==> src/rtl/ex_pkg.sv <==
// Shared types for the EX flag stage: ALU op codes, branch condition codes
// and the NZCV flag struct.
package ex_pkg;

  localparam logic [2:0] ALU_PASS_B = 3'b000;
  localparam logic [2:0] ALU_ADD    = 3'b010;
  localparam logic [2:0] ALU_SUB    = 3'b011;
  localparam logic [2:0] ALU_AND    = 3'b100;
  localparam logic [2:0] ALU_OR     = 3'b101;
  localparam logic [2:0] ALU_XOR    = 3'b110;

  typedef enum logic [3:0] {
    COND_EQ = 4'h0,
    COND_NE = 4'h1,
    COND_HS = 4'h2,
    COND_LO = 4'h3,
    COND_MI = 4'h4,
    COND_PL = 4'h5,
    COND_VS = 4'h6,
    COND_VC = 4'h7,
    COND_HI = 4'h8,
    COND_LS = 4'h9,
    COND_GE = 4'hA,
    COND_LT = 4'hB,
    COND_GT = 4'hC,
    COND_LE = 4'hD,
    COND_AL = 4'hE,
    COND_NV = 4'hF
  } cond_e;

  typedef struct packed {
    logic n;
    logic z;
    logic c;
    logic v;
  } flags_t;

  // Only the arithmetic ops produce a meaningful carry and overflow.
  function automatic logic op_sets_cv(input logic [2:0] op);
    return (op == ALU_ADD) || (op == ALU_SUB);
  endfunction

endpackage

==> src/rtl/cond_eval.sv <==
// Combinational B.cond evaluator: maps a flag set and a condition code to
// taken / not taken. Shared with the branch unit.
module cond_eval
  import ex_pkg::*;
(
  input  flags_t flags,
  input  cond_e  cond,
  output logic   cond_true
);

  // Condition table; both 0xE and 0xF mean "always".
  always_comb begin
    cond_true = 1'b0;
    case (cond)
      COND_EQ: cond_true = flags.z;
      COND_NE: cond_true = ~flags.z;
      COND_HS: cond_true = flags.c;
      COND_LO: cond_true = ~flags.c;
      COND_MI: cond_true = flags.n;
      COND_PL: cond_true = ~flags.n;
      COND_VS: cond_true = flags.v;
      COND_VC: cond_true = ~flags.v;
      COND_HI: cond_true = flags.c & ~flags.z;
      COND_LS: cond_true = ~flags.c | flags.z;
      COND_GE: cond_true = (flags.n == flags.v);
      COND_LT: cond_true = (flags.n != flags.v);
      COND_GT: cond_true = ~flags.z & (flags.n == flags.v);
      COND_LE: cond_true = flags.z | (flags.n != flags.v);
      COND_AL: cond_true = 1'b1;
      COND_NV: cond_true = 1'b1;
      default: cond_true = 1'b0;
    endcase
  end

endmodule

==> src/rtl/ex_flags_stage.sv <==
// EX-stage tail: derives NZCV from the ALU outputs, holds the architectural
// flag register, evaluates B.cond with same-cycle forwarding and registers
// the EX/MEM pipeline boundary.
//
// Pipeline control: valid_in marks a real instruction in EX. flush kills it
// (bubble enters EX/MEM) and wins over stall; stall freezes EX/MEM and
// blocks the flag write, but forwarding to cond_true still sees the
// instruction's flags so a dependent branch resolves the same cycle.
module ex_flags_stage
  import ex_pkg::*;
#(
  parameter int WIDTH = 64,
  parameter int REGW  = 5
) (
  input  logic             clk,
  input  logic             reset,
  input  logic [WIDTH-1:0] alu_result,
  input  logic             alu_cout,
  input  logic             alu_ovf,
  input  logic [2:0]       alu_op,
  input  logic             valid_in,
  input  logic             set_flags,
  input  logic [REGW-1:0]  rd_in,
  input  logic             reg_write_in,
  input  logic             mem_read_in,
  input  logic             mem_write_in,
  input  logic             stall,
  input  logic             flush,
  input  logic [3:0]       cond,
  output logic             cond_true,
  output logic             zero_now,
  output logic [3:0]       flags_q,
  output logic             valid_q,
  output logic [WIDTH-1:0] result_q,
  output logic [REGW-1:0]  rd_q,
  output logic             reg_write_q,
  output logic             mem_read_q,
  output logic             mem_write_q
);

  flags_t new_flags;
  flags_t eff_flags;
  flags_t flags_r;
  logic   fwd;
  logic   upd;

  // Flags this instruction would produce; C/V only meaningful for ADD/SUB.
  always_comb begin
    new_flags.n = alu_result[WIDTH-1];
    new_flags.z = ~|alu_result;
    new_flags.c = op_sets_cv(alu_op) & alu_cout;
    new_flags.v = op_sets_cv(alu_op) & alu_ovf;
  end

  assign fwd       = valid_in & set_flags & ~flush;
  assign upd       = fwd & ~stall;
  assign eff_flags = fwd ? new_flags : flags_r;
  assign zero_now  = new_flags.z;
  assign flags_q   = flags_r;

  cond_eval u_cond_eval (
    .flags     (eff_flags),
    .cond      (cond_e'(cond)),
    .cond_true (cond_true)
  );

  // Architectural NZCV register: written only by unstalled flag-setting ops.
  always_ff @(posedge clk or negedge reset) begin
    if (!reset) begin
      flags_r <= '0;
    end else if (upd) begin
      flags_r <= new_flags;
    end
  end

  // EX/MEM boundary: flush inserts a bubble, stall holds, else capture.
  always_ff @(posedge clk or negedge reset) begin
    if (!reset) begin
      valid_q     <= 1'b0;
      result_q    <= '0;
      rd_q        <= '0;
      reg_write_q <= 1'b0;
      mem_read_q  <= 1'b0;
      mem_write_q <= 1'b0;
    end else if (flush) begin
      valid_q     <= 1'b0;
      result_q    <= alu_result;
      rd_q        <= rd_in;
      reg_write_q <= 1'b0;
      mem_read_q  <= 1'b0;
      mem_write_q <= 1'b0;
    end else if (!stall) begin
      valid_q     <= valid_in;
      result_q    <= alu_result;
      rd_q        <= rd_in;
      reg_write_q <= reg_write_in & valid_in;
      mem_read_q  <= mem_read_in & valid_in;
      mem_write_q <= mem_write_in & valid_in;
    end
  end

endmodule

==> config.mk <==
export PLATFORM = sky130hd
export DESIGN_NAME = ex_flags_stage
export DESIGN_NICKNAME = d
export VERILOG_FILES = /design/src/rtl/ex_pkg.sv /design/src/rtl/cond_eval.sv /design/src/rtl/ex_flags_stage.sv
export SDC_FILE = /design/constraint.sdc
export NUM_CORES = 1
export LEC_CHECK = 0
export CAP_MARGIN = 20
export CELL_PAD_IN_SITES_DETAIL_PLACEMENT = 1
export CELL_PAD_IN_SITES_GLOBAL_PLACEMENT = 1
export CORE_MARGIN = 2
export CORE_UTILIZATION = 31
export DETAILED_ROUTE_END_ITERATION = 10
export HOLD_SLACK_MARGIN = 0.03
export PLACE_DENSITY = 0.77
export RECOVER_POWER = 25
export REMOVE_ABC_BUFFERS = 1
export SETUP_SLACK_MARGIN = 0.3
export SLEW_MARGIN = 20
export SYNTH_ARGS = -nofsm -noshare
export SYNTH_HDL_FRONTEND = slang
export SYNTH_SLANG_ARGS = --single-unit
export TNS_END_PERCENT = 20
==> constraint.sdc <==
create_clock -name clk -period 2.1 [get_ports clk]
set_clock_uncertainty 0.15 [all_clocks]
set_input_delay 0.315 -clock clk [delete_from_list [all_inputs] [get_ports clk]]
set_output_delay 0.315 -clock clk [all_outputs]
set_load 0.01 [all_outputs]
==> reports/metrics.yaml, run 1 <==
final_layout:
  fin_util: 0.546
  n_fill_cell: 1073
  antennaDiodeCount: 0
  area_growth_pct: 71.2
  final_cells: 571
  drive_above_1_share: 0.444
  nNetsFinal: 520
die:
  die_h_um: 107
  die_w_um: 107
  rows: 37
  coreArea_um2: 10300
  ios: 166
  start_util: 0.319
  dieArea_um2: 11500
critical_path:
  cp_max_fo: 3
  worstPathCellList: "buf_2 > nor4_4 > nand4_1 > nor4_2 > buf_4 > mux2_4 > o2111a_1 > a21oi_2 > buf_2"
  crit_arrival_ns: 1.96
  critPathMostFrequentCell: "buf_2"
  slowest_stage: "nor4_2"
  cp-start-kind: "primary input"
  critical-path-max-stage-delay_ns: 0.29
  required_ns: 1.63
  crit_path_end_kind: "primary output"
  crit_type: "in2out"
clock_tree:
  htreeDepth: 3
  cts_root_buf: "clkbuf_8"
  cts_num_sinks: 77
  cts_tree: "built"
  clock_latency_ns: 0.34
  clk_path_buf_depth: 2
  clkTransAtPathRegs_ns: 0.08
  cts_buffers: 9
routing:
  drt_iter0_markers: 33
  drcViolationCount: 0
  viasPerCell: 4.84
  vias: 2761
  drtPass1Iterations: 4
  drtAntennaViolNets: 0
  finalWirelength_um: 10300
  post_drt_wl_per_cell_um: 18.1
global_routing:
  antenna_found_initial: 0
  grt_overflow: 0
  grt_pass1_wl_um: 16300
  grt.total_usage: 0.187
  grt_pass1_vias: 3145
  grt_max_degree: 46
sta:
  setup_viol: 1
  timing.final.crit_share: 1.15
  final.setup.worst_slack_ns: -0.324
  hold_viol: 0
  fmax_mhz: 412
  rsz0062_at_grt: "true"
  max_slew_margin: 0.253
  timing.final.crit_period_ns: 2.42
  slew_violations: 0
  worstMarginPinSlew_ns: 1.12
placed_design:
  place_hpwl_um: 7820
  place_inst: 555
  io_buffers: 164
  gp_congestion: 0.752
yosys:
  synth_warnings: 0
  yosysSeqAreaShare: 0.585
  synth_area_leader_cell: "dfrtp_1"
  syn-mean-instance-area_um2: 14.5
  synth_edf_count: 0
  yosys_most_used_dff: "dfrtp_1"
  synth_top_cell_area_share: 0.585
  yosys-top-cells-area: "dfrtp_1, mux2_2, nor4_1"
  ys_types: 34
  synthArstFlopShare: 1.00
  netlist_area_um2: 3290
  ys_ff_latch: 77
  synthCells: 227
hold_path:
  hold_path.class: "in2reg"
run_status:
  outcome: "finished, violations left"
  violations: "negative setup slack"
pwr:
  irDropWorstVdd_v: 0.000269
  powerDensity_nw_per_um2: 634
  p_leak_nw: 2.41
run:
  maxCapViolCount: 0
-- power breakdown --
part / leakage, nW / switching [W] / internal [W]
sequential: 0.912 / 0.0000669 / 0.00161
clock: 0.0878 / 0.000517 / 0.000526
combinational: 1.41 / 0.000355 / 0.000504
total: 2.41 / 0.000938 / 0.00264
-- cells in the final DEF, fill, tap and decap left out, types with 3 or more instances in the layout --
cell type / synthesis / final
clkdlybuf4s50_1: 0 / 82
clkdlybuf4s15_1: 0 / 15
nand4_1: 4 / 4
a22oi_1: 3 / 3
dlymetal6s2s_1: 0 / 3
o211ai_1: 3 / 3
nor2_1: 7 / 7
nor4_4: 0 / 8
dfrtp_1: 77 / 77
xnor2_1: 3 / 3
nor4_2: 1 / 9
inv_1: 4 / 4
buf_4: 0 / 35
nand2_1: 3 / 3
buf_2: 4 / 25
buf_6: 1 / 5
clkdlybuf4s15_2: 0 / 6
clkbuf_8: 0 / 9
mux2_2: 73 / 73
dlygate4sd2_1: 0 / 24
-- flip-flops by register name (all words and copies together) (netlist names) --
register     cells
reg_write_q      1
rd_q             5
mem_read_q       1
valid_q          1
flags_q          4
mem_write_q      1
result_q        64
-- cells by family (layout without fill, tap and decap cells) --
| group | count (synthesis) | in the layout | synth area share |
|---|---|---|---|
| mux | 77 | 77 | 0.263 |
| flops | 77 | 77 | 0.585 |
| simple gates | 39 | 39 | 0.0768 |
| compound gates | 17 | 17 | 0.0456 |
| buf+inv | 13 | 221 | 0.0186 |
| xor+xnor | 4 | 4 | 0.0106 |
-- critical path, delay by kind of cell --
family                 cells  cell delay [ns]
AND/OR/NAND/NOR            3             0.79
multiplexers               1             0.16
buffers and inverters      3             0.41
AO/OA/AOI/OAI              2             0.28
-- routing by layer --
| layer | part of all wire | track usage | vias up |
|---|---|---|---|
| li1 | - | - | 1258 |
| met4 | 0.025 | 0.0788 | 0 |
| met2 | 0.53 | 0.328 | 87 |
| met1 | 0.38 | 0.206 | 1397 |
| met5 | 0 | 0 | - |
| met3 | 0.063 | 0.0614 | 19 |
-- worst paths after layout --
path,end,slack (ns),startpoint,depth (start not counted)
min reg2reg,result_q[11],0.36,result_q[11],1
min,result_q[39],0.05,alu_result[39],2
max reg2reg,flags_q[3],1.02,flags_q[3],2
max,cond_true,-0.32,alu_result[22],9
min in group asynchronous,result_q[29],0.58,reset,2
max in group asynchronous,result_q[59],0.18,reset,3
-- layout make-up --
class	instances	area (µm²)	area share
Sequential cell	77	1930	0.342
Tap cell	136	170	0.0302
Inverter	4	15.0	0.00266
Clock inverter	3	40.0	0.00710
Multi-Input combinational cell	137	1530	0.271
Timing Repair Buffer	204	1830	0.324
Clock buffer	10	128	0.0226
-- cells in the mapped netlist, types with 2 or more instances --
cell type and n:
dfrtp_1 77, mux2_2 73, nor4_1 16, nor2_1 7, buf_2 4, clkbuf_1 4
inv_1 4, nand4_1 4, a22oi_1 3, nand2_1 3, o211ai_1 3, xnor2_1 3
a32oi_1 2, and3b_1 2, mux2i_1 2, o21ai_0 2
-- through the flow --
stage	setup TNS, ns	total power [W]	cell area [µm²]	hold WS [ns]	worst slack [ns]
floorplan	-0.0588	0.00197	3250	-0.131	-0.0588
global placement	-2.57	0.00255	5370	0.211	-1.32
detailed placement	-2.53	0.00258	5370	0.215	-1.31
CTS	-0.319	0.00362	5650	0.0376	-0.319
global route	-1.81	0.00374	5640	0.0381	-0.427
finish	-0.324	0.00357	5640	0.0540	-0.324
-- timing repair --
item | CTS | global route
pin swaps | 30 | 1
cloned | 0 | 0
buffers inserted | 2 | 0
endpoints found under the setup margin | 7 | 5
hold endpoints to repair | 43 | 0
hold buffers | 1 | 0
resized for setup | 244 | 4
Note: power is estimated with default switching activity, not from simulation.
==> run 2: changes to the inputs <==
--- a/config.mk
+++ b/config.mk
@@ -5,13 +5,12 @@
 export SDC_FILE = /design/constraint.sdc
 export NUM_CORES = 1
 export LEC_CHECK = 0
-export CAP_MARGIN = 20
 export CELL_PAD_IN_SITES_DETAIL_PLACEMENT = 1
 export CELL_PAD_IN_SITES_GLOBAL_PLACEMENT = 1
 export CORE_MARGIN = 2
 export CORE_UTILIZATION = 31
 export DETAILED_ROUTE_END_ITERATION = 10
-export HOLD_SLACK_MARGIN = 0.03
+export HOLD_SLACK_MARGIN = 0.02
 export PLACE_DENSITY = 0.77
 export RECOVER_POWER = 25
 export REMOVE_ABC_BUFFERS = 1
==> results of run 2 <==
No change in the layout: final DEF, timing and power equal those of run 1.
==> run 3: changes to the inputs <==
--- a/config.mk
+++ b/config.mk
@@ -5,6 +5,7 @@
 export SDC_FILE = /design/constraint.sdc
 export NUM_CORES = 1
 export LEC_CHECK = 0
+export CAP_MARGIN = 20
 export CELL_PAD_IN_SITES_DETAIL_PLACEMENT = 1
 export CELL_PAD_IN_SITES_GLOBAL_PLACEMENT = 1
 export CORE_MARGIN = 2
==> results of run 3 <==
No change in the layout: final DEF, timing and power equal those of run 1.
